**config.mk**
```make
export PLATFORM = sky130hd
export DESIGN_NAME = sm83_cond_seq
export DESIGN_NICKNAME = d
export VERILOG_FILES = /design/src/rtl/sm83_cond_seq.sv
export SDC_FILE = /design/constraint.sdc
export NUM_CORES = 1
export LEC_CHECK = 0
export CAP_MARGIN = 20
export CELL_PAD_IN_SITES_DETAIL_PLACEMENT = 1
export CELL_PAD_IN_SITES_GLOBAL_PLACEMENT = 2
export CORE_AREA = 3 3 56 53
export DETAILED_ROUTE_END_ITERATION = 10
export DIE_AREA = 0 0 59 56
export GPL_TIMING_DRIVEN = 0
export PLACE_DENSITY_LB_ADDON = 0.3
export SLEW_MARGIN = 20
export SYNTH_ARGS = -nofsm -noshare
export SYNTH_HDL_FRONTEND = slang
export SYNTH_SLANG_ARGS = --single-unit
export TNS_END_PERCENT = 10
```
**constraint.sdc**
```tcl
create_clock -name clk -period 2.4 [get_ports clk]
set_input_delay 0.24 -clock clk [delete_from_list [all_inputs] [get_ports clk]]
set_output_delay 0.24 -clock clk [all_outputs]
set_load 0.05 [all_outputs]
```
**src/rtl/sm83_cond_seq.sv**
```systemverilog
// sm83_cond_seq: post-M1 M-cycle sequencer for the SM83 conditional
// control-flow opcodes JR cc, JP cc, CALL cc and RET cc.
// The condition is evaluated from Z/C once, at accept, and is held in
// 'taken' until the next accept. The state advances only on mcyc_adv.
// Optional feature: define SM83_COND_UNCOND_EN to also accept the
// unconditional forms JR 18, JP C3, CALL CD and RET C9 (taken forced to 1).
module sm83_cond_seq #(
    parameter int WORD_SIZE = 8,
    parameter int STEP_W    = 4
) (
    input  logic                 clk,
    input  logic                 reset,
    input  logic                 start,
    input  logic [WORD_SIZE-1:0] opcode,
    input  logic                 zero,
    input  logic                 carry,
    input  logic                 mcyc_adv,
    output logic                 busy,
    output logic [STEP_W-1:0]    step,
    output logic                 taken,
    output logic                 done
);

    // The state encoding is the step code itself, so 'step' is a direct view
    typedef enum logic [3:0] {
        S_IDLE     = 4'd0,
        S_RD_LO    = 4'd1,
        S_RD_HI    = 4'd2,
        S_INTERNAL = 4'd3,
        S_PUSH_HI  = 4'd4,
        S_PUSH_LO  = 4'd5,
        S_POP_LO   = 4'd6,
        S_POP_HI   = 4'd7,
        S_LOAD_PC  = 4'd8,
        S_ADD_REL  = 4'd9
    } step_e;

    typedef enum logic [1:0] {
        K_JR   = 2'd0,
        K_JP   = 2'd1,
        K_CALL = 2'd2,
        K_RET  = 2'd3
    } kind_e;

    // Class pattern is the opcode with the cc field (bits 4:3) cleared
    localparam logic [WORD_SIZE-1:0] CC_MASK = WORD_SIZE'(8'h18);
    localparam logic [WORD_SIZE-1:0] OP_JR   = WORD_SIZE'(8'h20);
    localparam logic [WORD_SIZE-1:0] OP_JP   = WORD_SIZE'(8'hC2);
    localparam logic [WORD_SIZE-1:0] OP_CALL = WORD_SIZE'(8'hC4);
    localparam logic [WORD_SIZE-1:0] OP_RET  = WORD_SIZE'(8'hC0);
`ifdef SM83_COND_UNCOND_EN
    localparam logic [WORD_SIZE-1:0] OP_JR_U   = WORD_SIZE'(8'h18);
    localparam logic [WORD_SIZE-1:0] OP_JP_U   = WORD_SIZE'(8'hC3);
    localparam logic [WORD_SIZE-1:0] OP_CALL_U = WORD_SIZE'(8'hCD);
    localparam logic [WORD_SIZE-1:0] OP_RET_U  = WORD_SIZE'(8'hC9);
`endif

    function automatic logic cond_met(input logic [1:0] cc, input logic z, input logic c);
        case (cc)
            2'b00:   cond_met = !z;
            2'b01:   cond_met = z;
            2'b10:   cond_met = !c;
            default: cond_met = c;
        endcase
    endfunction

    step_e  state_q, state_d;
    kind_e  kind_q, kind_d;
    logic   taken_q, taken_d;
    logic   done_q, done_d;

    logic [WORD_SIZE-1:0] cls;
    logic                 dec_ok;
    kind_e                dec_kind;
    logic                 dec_cond;
    step_e                dec_first;

    assign cls = opcode & ~CC_MASK;

    // Opcode decode: recognition, instruction kind, condition and first step
    always_comb begin
        dec_ok    = 1'b0;
        dec_kind  = K_JR;
        dec_cond  = cond_met(opcode[4:3], zero, carry);
        dec_first = S_IDLE;
        if (cls == OP_JR) begin
            dec_ok    = 1'b1;
            dec_kind  = K_JR;
            dec_first = S_RD_LO;
        end else if (cls == OP_JP) begin
            dec_ok    = 1'b1;
            dec_kind  = K_JP;
            dec_first = S_RD_LO;
        end else if (cls == OP_CALL) begin
            dec_ok    = 1'b1;
            dec_kind  = K_CALL;
            dec_first = S_RD_LO;
        end else if (cls == OP_RET) begin
            dec_ok    = 1'b1;
            dec_kind  = K_RET;
            dec_first = S_INTERNAL;
        end
`ifdef SM83_COND_UNCOND_EN
        else if (opcode == OP_JR_U) begin
            dec_ok    = 1'b1;
            dec_kind  = K_JR;
            dec_cond  = 1'b1;
            dec_first = S_RD_LO;
        end else if (opcode == OP_JP_U) begin
            dec_ok    = 1'b1;
            dec_kind  = K_JP;
            dec_cond  = 1'b1;
            dec_first = S_RD_LO;
        end else if (opcode == OP_CALL_U) begin
            dec_ok    = 1'b1;
            dec_kind  = K_CALL;
            dec_cond  = 1'b1;
            dec_first = S_RD_LO;
        end else if (opcode == OP_RET_U) begin
            // Unconditional RET has no condition-evaluation cycle
            dec_ok    = 1'b1;
            dec_kind  = K_RET;
            dec_cond  = 1'b1;
            dec_first = S_POP_LO;
        end
`endif
    end

    // Next-state: accept from IDLE, otherwise walk the sequence on mcyc_adv
    always_comb begin
        state_d = state_q;
        kind_d  = kind_q;
        taken_d = taken_q;
        done_d  = 1'b0;
        if (state_q == S_IDLE) begin
            if (start && dec_ok) begin
                state_d = dec_first;
                kind_d  = dec_kind;
                taken_d = dec_cond;
            end
        end else if (mcyc_adv) begin
            case (state_q)
                S_RD_LO: begin
                    if (kind_q == K_JR) state_d = taken_q ? S_ADD_REL : S_IDLE;
                    else                state_d = S_RD_HI;
                end
                S_RD_HI: begin
                    if (!taken_q)              state_d = S_IDLE;
                    else if (kind_q == K_CALL) state_d = S_INTERNAL;
                    else                       state_d = S_LOAD_PC;
                end
                S_INTERNAL: begin
                    if (kind_q == K_CALL) state_d = S_PUSH_HI;
                    else                  state_d = taken_q ? S_POP_LO : S_IDLE;
                end
                S_PUSH_HI: state_d = S_PUSH_LO;
                S_POP_LO:  state_d = S_POP_HI;
                S_POP_HI:  state_d = S_LOAD_PC;
                default:   state_d = S_IDLE;
            endcase
            // Any return to IDLE from an active step is a sequence completion
            done_d = (state_d == S_IDLE);
        end
    end

    // State, latched condition and done pulse registers
    always_ff @(posedge clk or posedge reset) begin
        if (reset) begin
            state_q <= S_IDLE;
            kind_q  <= K_JR;
            taken_q <= 1'b0;
            done_q  <= 1'b0;
        end else begin
            state_q <= state_d;
            kind_q  <= kind_d;
            taken_q <= taken_d;
            done_q  <= done_d;
        end
    end

    assign busy  = (state_q != S_IDLE);
    assign step  = STEP_W'(state_q);
    assign taken = taken_q;
    assign done  = done_q;

endmodule

```
---- Word-level counts from Yosys, hierarchy flattened ----
Cells that the tools add are included.
W data, S select, Z words.
storage, ports and cells
  flip-flop bits (word level) ............. 8
  bits in latches ......................... 0
  RAM bits ................................ 0
  ROM bits ................................ 0
  logic and storage cells ................. 56
  memories ................................ 0
operators by class
  $add $sub $neg .......................... 0
  multiply operators ...................... 0
  divide/modulo/power cells ............... 0
  $lt $le $gt $ge ......................... 0
  eq/ne operators ......................... 14
  shift operators ......................... 0
  multiplexer cells ....................... 27
  bitwise logic cells ..................... 0
  reduce and logical (&&, ||, !) cells .... 11
operators by type and width
  cell                  count
  $mux W4               9
  $pmux W4 S6           1
  $eq A6 B6 Y1 const B  3
  $mux W2               8
  $eq A4 B3 Y1 const B  3
  $eq A4 B2 Y1 const B  2
  $logic_not A4 Y1      2
  $eq A6 B4 Y1 const B  1
  $mux W1               6
  $mux W3               2
  $eq A2 B2 Y1 const B  2
  $eq A4 B1 Y1 const B  1
  $logic_not A2 Y1      2
  $reduce_and A2 Y1     2
  $reduce_bool A4 Y1    1
  $pmux W1 S3           1
  $eq A2 B1 Y1 const B  1
  $logic_not A1 Y1      2
  $ne A2 B1 Y1 const B  1
  $reduce_bool A2 Y1    1
  $logic_and A1 B1 Y1   1

---- Logic depth before layout (Yosys ltp) ----
Gate-level depths: netlist of the first run.
  depth after elaboration ................. 9
  mapped depth ............................ 6
  depth with buffers taken out ............ 5

---- Worst setup path before layout of the first run ----
OpenSTA, ideal clock, no wires.
  path kind ............................... register -> register
  start point ............................. register state_q[3] (netlist: step[3])
  end point ............................... register state_q[3] (netlist: step[3])
  library setup time ...................... 0.125 ns
  arrival time ............................ 2.028 ns
  setup slack ............................. 0.247 ns
  stages on the path, launching flop included .. 6
  path buffers ............................ 1
  clock period less this slack ............ 2.153 ns
  path through ............................ dfrtp_1 clkbuf_1 or4_4 nor3b_4 a21boi_2 mux2_4
on the way
  word-level cells in the longest chain between the ends .. 6
  elaborated cells between the ends (all ways) .. 15
ends and longest elaborated chain
  item                                  RTL line  text
  start, declared                       67        step_e state_q, state_d;
  start signal, assigned                174       state_q <= state_d;
  $eq A4 B3 Y1 (tied with other cells)  142       case (state_q)
  $pmux W4 S6                           142
  $mux W4                               141       end else if (mcyc_adv) begin
  $mux W4                               135       if (state_q == S_IDLE) begin
  $mux W4                               141
  $mux W4                               135
Several ways; a longest one is shown, not always the timed one. The select of a mux whose other input is x is not followed.
A chain may end at the register's enable or synchronous reset.

---- Worst setup path after layout of the first run ----
  start point ............................. register state_q[1] (netlist: step[1])
  end point ............................... output port busy
on the way
  word-level cells in the longest chain between the ends .. 1
ends and longest elaborated chain
  item                RTL line  text
  $reduce_bool A4 Y1  181       assign busy = (state_q != S_IDLE);
  end, declared       18        output logic busy,
Every way passes these cells.

==> results of run 1 <==
==> registers in the layout, indices dropped and copies added, names as in the netlist <==
name and count:
step 4, done 1, kind_q 2, taken 1
==> logic make-up (layout without fill, tap and decap cells) <==
kind of cell / count (synthesis) / in the layout / synth area share, %
simple gates: 28 / 28 / 30.5
flops: 8 / 8 / 35.3
xor+xnor: 2 / 2 / 3.09
compound gates: 20 / 20 / 24.1
buf+inv: 4 / 27 / 2.65
mux: 2 / 2 / 4.41
==> final cells by class <==
type / count / share of cell area (%)
multi-input cells: 52 / 42.6
flip-flops and latches: 8 / 24.3
repair buffers: 20 / 24.3
well taps: 28 / 4.25
clock buffers: 3 / 2.73
inverters: 3 / 1.37
plain buffers: 1 / 0.455
==> layer usage <==
layer | routed length, µm | global-route usage (%) | vias up
li1 | - | - | 289
met1 | 743 | 13.8 | 281
met3 | 112 | 4.18 | 2
met2 | 754 | 15.8 | 18
met5 | 0 | 0 | -
met4 | 12 | 2.91 | 0
==> cell usage after synthesis, types with 2 or more instances <==
master   count  share of area, %
dfrtp_1      8                35
a21oi_1      6               5.3
nor2_1       6               4.0
nand2_1      5               3.3
o21ai_0      4               3.5
inv_1        3               2.0
nor2b_1      3               3.3
a22oi_1      2               2.6
nand3_1      2               1.8
nor3_1       2               1.8
xnor2_1      2               3.1
==> worst max-delay path by stage <==
stage                        start                  end  slack, ns
2_1_floorplan  step[3]$_DFFE_PP0P_  step[3]$_DFFE_PP0P_       0.25
3_3_place_gp             opcode[7]  step[3]$_DFFE_PP0P_       0.16
3_5_place_dp             opcode[7]  step[3]$_DFFE_PP0P_       0.19
4_1_cts        step[1]$_DFFE_PP0P_                 busy       0.08
5_1_grt        step[3]$_DFFE_PP0P_                 busy       0.01
6_report       step[1]$_DFFE_PP0P_                 busy       0.09
==> power by group through the flow <==
stage / sequential, µW / clock [µW] / combinational, µW
2_1_floorplan: 360 / 0 / 309
3_3_place_gp: 253 / 0 / 620
3_5_place_dp: 252 / 0 / 620
4_1_cts: 250 / 111 / 620
5_1_grt: 261 / 119 / 660
6_report: 250 / 107 / 619
==> through the flow <==
stage | power, µW | util (%) | cell area [µm²] | std cells | worst slack (ns)
2_1_floorplan | 669 | - | 567 | 64 | 0.247
3_3_place_gp | 873 | 33.1 | 802 | 112 | 0.163
3_5_place_dp | 871 | 33.1 | 802 | 112 | 0.193
4_1_cts | 981 | 34.0 | 825 | 115 | 0.0807
5_1_grt | 1040 | 34.0 | 825 | 115 | 0.0101
6_report | 976 | 34.0 | 825 | 115 | 0.0902
==> reports/metrics.cfg, run 1 <==
[status]
status = complete, no violations

[synthesis]
ys_types = 32
avgSynthCellArea_um2 = 8.86
ys_seq_area_share_pct = 35.3
syn_area_um2 = 567
async_flop_share_pct = 100
synth_edf_count = 0
synth_nets = 78
synth-warning-count = 0
syn_inst = 64
yosys_most_used_dff = dfrtp_1
synth_seq_cells = 8

[clock_tree]
hold_buffers = 0
htreeDepth = 1
cts_buffers = 3
root_buffer = clkbuf_4
cts_setup_buffers = 0
clk_pin_slew_ns = 0.06
clkLatencyLatePin_ns = 0.26
clkSinkCount = 8
cts_resized = 0
clockBufferDepth = 2
cts_tree = built

[worst_setup_path]
critPathBufInv = 1
path_cells = or4_4, clkdlybuf4s50_1
cp-end-kind = output port
rr_startpoint = step[1]$_DFFE_PP0P_
cp_num_cells = 2
criticalPathCategory = reg -> out
cp_data_required_time_ns = 2.16
critPathSlowestCell = clkdlybuf4s50_1
critPathArrivalTime_ns = 2.07
path_max_fanout = 9
r2r_cells = 4
regToRegSetupSlack_ns = 0.45
worstReg2RegEnd = step[3]$_DFFE_PP0P_
critical_path.top_delay_family = buffers and inverters
start_kind = flop
critPathMaxStageDelay_ns = 0.73

[power]
ir_drop_uv = 453
p_int_uw = 475
total_leakage_power_uw = 0.000336
powerDensity_nw_per_um2 = 1180
p_sw_share_pct = 51.3
p_switching_uw = 500
clkPwrFrac_pct = 10.9
power_frac_comb_pct = 63.4
seqPwrFrac_pct = 25.6

[drt]
drtAntennaViolNets = 0
vias = 590
wirelength_um = 1620
vias_per_cell = 5.13
drt-initial-drc-count = 4
dr.pass1.iters = 4
drcViolationCount = 0
wl_per_cell_um = 14.1

[finish]
n_fill_cell = 306
syn_to_final_growth_pct = 45.5
antenna_cells = 0
drive_gt1_share_pct = 10.3
layout_commonest_cell = clkdlybuf4s50_1
nets = 103
multi_input_area_um2 = 352
layout_common_cells = clkdlybuf4s50_1 (20), dfrtp_1 (8), nor2_1 (6), a21oi_1 (6), nand2_1 (5)
seqCellArea_um2 = 200

[timing]
tns_ns = 0
fmax_mhz = 433
fin_crit_sh_pct = 96.2
worst_slew_pin_slew_ns = 0.497
slew_headroom_pct = 66.8
final_hold_viol_count = 0
period_needed_ns = 2.31
slew_viol_final = 0
rsz0062_at_grt = no
fin_worst_skew_ns = 0.00722
setup_viol = 0
worst_hold_slack_ns = 0.232

[place]
dp_hpwl_um = 1310
port_buffers = 20
gp_congestion = 0.765

[die]
start_util_pct = 23.4
rows = 17
io_pins = 21
core_area_um2 = 2420
fp.dieH_um = 56
die_w_um = 59
dieArea_um2 = 3300

[global_route]
grt_pass1_vias = 568
grt_overflow = 0
grt_usage_pct = 10.5
grt_max_degree = 11
grt_pass1_wl_um = 2670
antenna_found_initial = 0

[job]
maxCapViolations = 0

[hold_path]
min_path_type = in -> async

(Power assumes the default switching activity.)
==> run 2: changes to the inputs <==
- CELL_PAD_IN_SITES_DETAIL_PLACEMENT: 1 -> unset
- CELL_PAD_IN_SITES_GLOBAL_PLACEMENT: 2 -> unset
- CORE_AREA: 3 3 56 53 -> 4 4 42 44
- DIE_AREA: 0 0 59 56 -> 0 0 46 48
==> reports/metrics.cfg, run 2 (synthesized netlist as in run 1, its figures left out) <==
[drt]
drtAntennaViolNets = 0  ; unchanged
vias_per_cell = 5.74  ; +12%
vias = 591  ; +0.17%
wirelength_um = 1370  ; -16%
wl_per_cell_um = 13.3  ; -6.0%
dr.pass1.iters = 4  ; unchanged
drcViolationCount = 0  ; unchanged
drt-initial-drc-count = 25  ; +21

[global_route]
use_met1_pct = 16.5  ; +2.7 points
busiest_layer = met2
antenna_found_initial = 0  ; unchanged
grt_overflow = 0  ; unchanged
grt_max_degree = 11  ; unchanged
gr-usage-met2_pct = 22.0  ; +6.2 points
grt_usage_pct = 13.3  ; +2.7 points
met3_usage_pct = 2.26  ; -1.9 points
grt_pass1_vias = 493  ; -13%
grt_pass1_wl_um = 2100  ; -21%

[worst_setup_path]
cp-end-kind = output port
criticalPathCategory = reg -> out
critPathArrivalTime_ns = 2.05  ; -0.02 ns
rr_startpoint = step[1]$_DFFE_PP0P_
worstReg2RegEnd = step[3]$_DFFE_PP0P_
startpoint = step[1]$_DFFE_PP0P_
critical_path.top_delay_family = buffers and inverters
path_cells = or4_4, clkdlybuf4s50_1
regToRegSetupSlack_ns = 0.49  ; +0.04 ns
start_kind = flop
critPathSlowestCell = clkdlybuf4s50_1
cp_data_required_time_ns = 2.16  ; about the same
critPathMaxStageDelay_ns = 0.73  ; about the same
path_max_fanout = 9  ; unchanged
critPathBufInv = 1  ; unchanged
r2r_cells = 4  ; unchanged

[finish]
syn_to_final_growth_pct = 42.8
largest_reg_flops = 4  ; unchanged
n_fill_cell = 133  ; -57%
layout_common_cells = clkdlybuf4s50_1 (20), dfrtp_1 (8), nor2_1 (6), a21oi_1 (6), nand2_1 (5)
layout_commonest_cell = clkdlybuf4s50_1
antenna_cells = 0  ; unchanged
drive_gt1_share_pct = 10.3  ; unchanged
nets = 103  ; unchanged

[clock_tree]
root_buffer = clkbuf_4
cts_buffers = 3  ; unchanged
clkSinkCount = 8  ; unchanged
clockBufferDepth = 2  ; unchanged
cts_tree = built
clkLatencyLatePin_ns = 0.25  ; about the same
cts_resized = 0  ; unchanged
clk_pin_slew_ns = 0.06  ; about the same
htreeDepth = 1  ; unchanged
hold_buffers = 0  ; unchanged
cts_setup_buffers = 0  ; unchanged

[power]
p_sw_share_pct = 50.4  ; -0.92 points
power_frac_comb_pct = 63.4  ; about the same
total_leakage_power_uw = 0.000336  ; unchanged
seqPwrFrac_pct = 25.7  ; about the same
power.total_uw = 957  ; -1.9%
powerDensity_nw_per_um2 = 1180  ; -0.13%
clkPwrFrac_pct = 10.9  ; about the same
ir_drop_uv = 602  ; +33%
p_switching_uw = 482  ; -3.7%
p_int_uw = 475  ; about the same

[timing]
fmax_mhz = 436  ; +0.71%
final_hold_viol_count = 0  ; unchanged
worst_slew_pin_slew_ns = 0.511  ; +0.0146 ns
fin_worst_skew_ns = 0.00361  ; -0.00361 ns
period_needed_ns = 2.29  ; -0.0163 ns
slew_viol_final = 0  ; unchanged
fin_crit_sh_pct = 95.6  ; -0.68 points
rsz0062_at_grt = no
slew_headroom_pct = 65.8  ; -0.97 points
worst_hold_slack_ns = 0.232  ; +0.000304 ns
setup_viol = 0  ; unchanged
tns_ns = 0  ; unchanged

[place]
dp_hpwl_um = 1070  ; -18%
port_buffers = 20  ; unchanged
gp_congestion = 0.798  ; +4.4%

[die]
start_util_pct = 39.5  ; +16 points
dieArea_um2 = 2210  ; -33%
fp.dieH_um = 48  ; -14%
die_w_um = 46  ; -22%
io_pins = 21  ; unchanged
rows = 14  ; -3
core_area_um2 = 1440  ; -41%

[job]
maxCapViolations = 0  ; unchanged

[hold_path]
min_path_type = in -> async

[status]
status = complete, no violations

## run 2: worst register-to-register path: cells and delay by family (launching register included)
kind / cells / cell delay [ns]
AND/OR/NAND/NOR: 2 / 0.89
AO/OA/AOI/OAI: 1 / 0.13
flip-flops: 1 / 0.46
multiplexers: 1 / 0.31
## run 2: worst max-delay path by stage
stage                                     end  slack (ns)  cells past startpoint
final                                    busy        0.11                      2
after global routing                     busy        0.04                      3
after CTS                                busy         0.1                      2
after detailed placement  step[3]$_DFFE_PP0P_        0.23                      5
after global placement    step[3]$_DFFE_PP0P_        0.24                      5
after floorplan           step[3]$_DFFE_PP0P_        0.25                      5
## run 2: per-layer routing
metal | vias to the layer above | wire [µm]
met5 | - | 0
met4 | 0 | 12
met3 | 2 | 95
met2 | 26 | 681
met1 | 273 | 577
li1 | 290 | -
## run 2: cell type report
cell class / instances / area (µm²) / area share (%)
plain buffers: 1 / 3.75 / 0.464
clock buffers: 3 / 22.5 / 2.78
inverters: 3 / 11.3 / 1.39
multi-input cells: 52 / 352 / 43.4
flip-flops and latches: 8 / 200 / 24.7
well taps: 16 / 20.0 / 2.47
repair buffers: 20 / 200 / 24.7
## run 2: power by group through the flow
stage	Sequential (µW)	Clock [µW]	Combinational, µW
CTS	244	108	607
global route	252	116	647
detailed placement	246	0	604
finish	246	104	606
global placement	245	0	604
floorplan	360	0	309
## run 2: per-stage QoR
step           cells  setup WS (ns)  util, %  cell area, µm²
2_1_floorplan     64          0.247        -             567
3_3_place_gp     100          0.244     54.8             787
3_5_place_dp     100          0.228     54.8             787
4_1_cts          103         0.0962     56.4             810
5_1_grt          103         0.0364     56.4             810
6_report         103          0.106     56.4             810
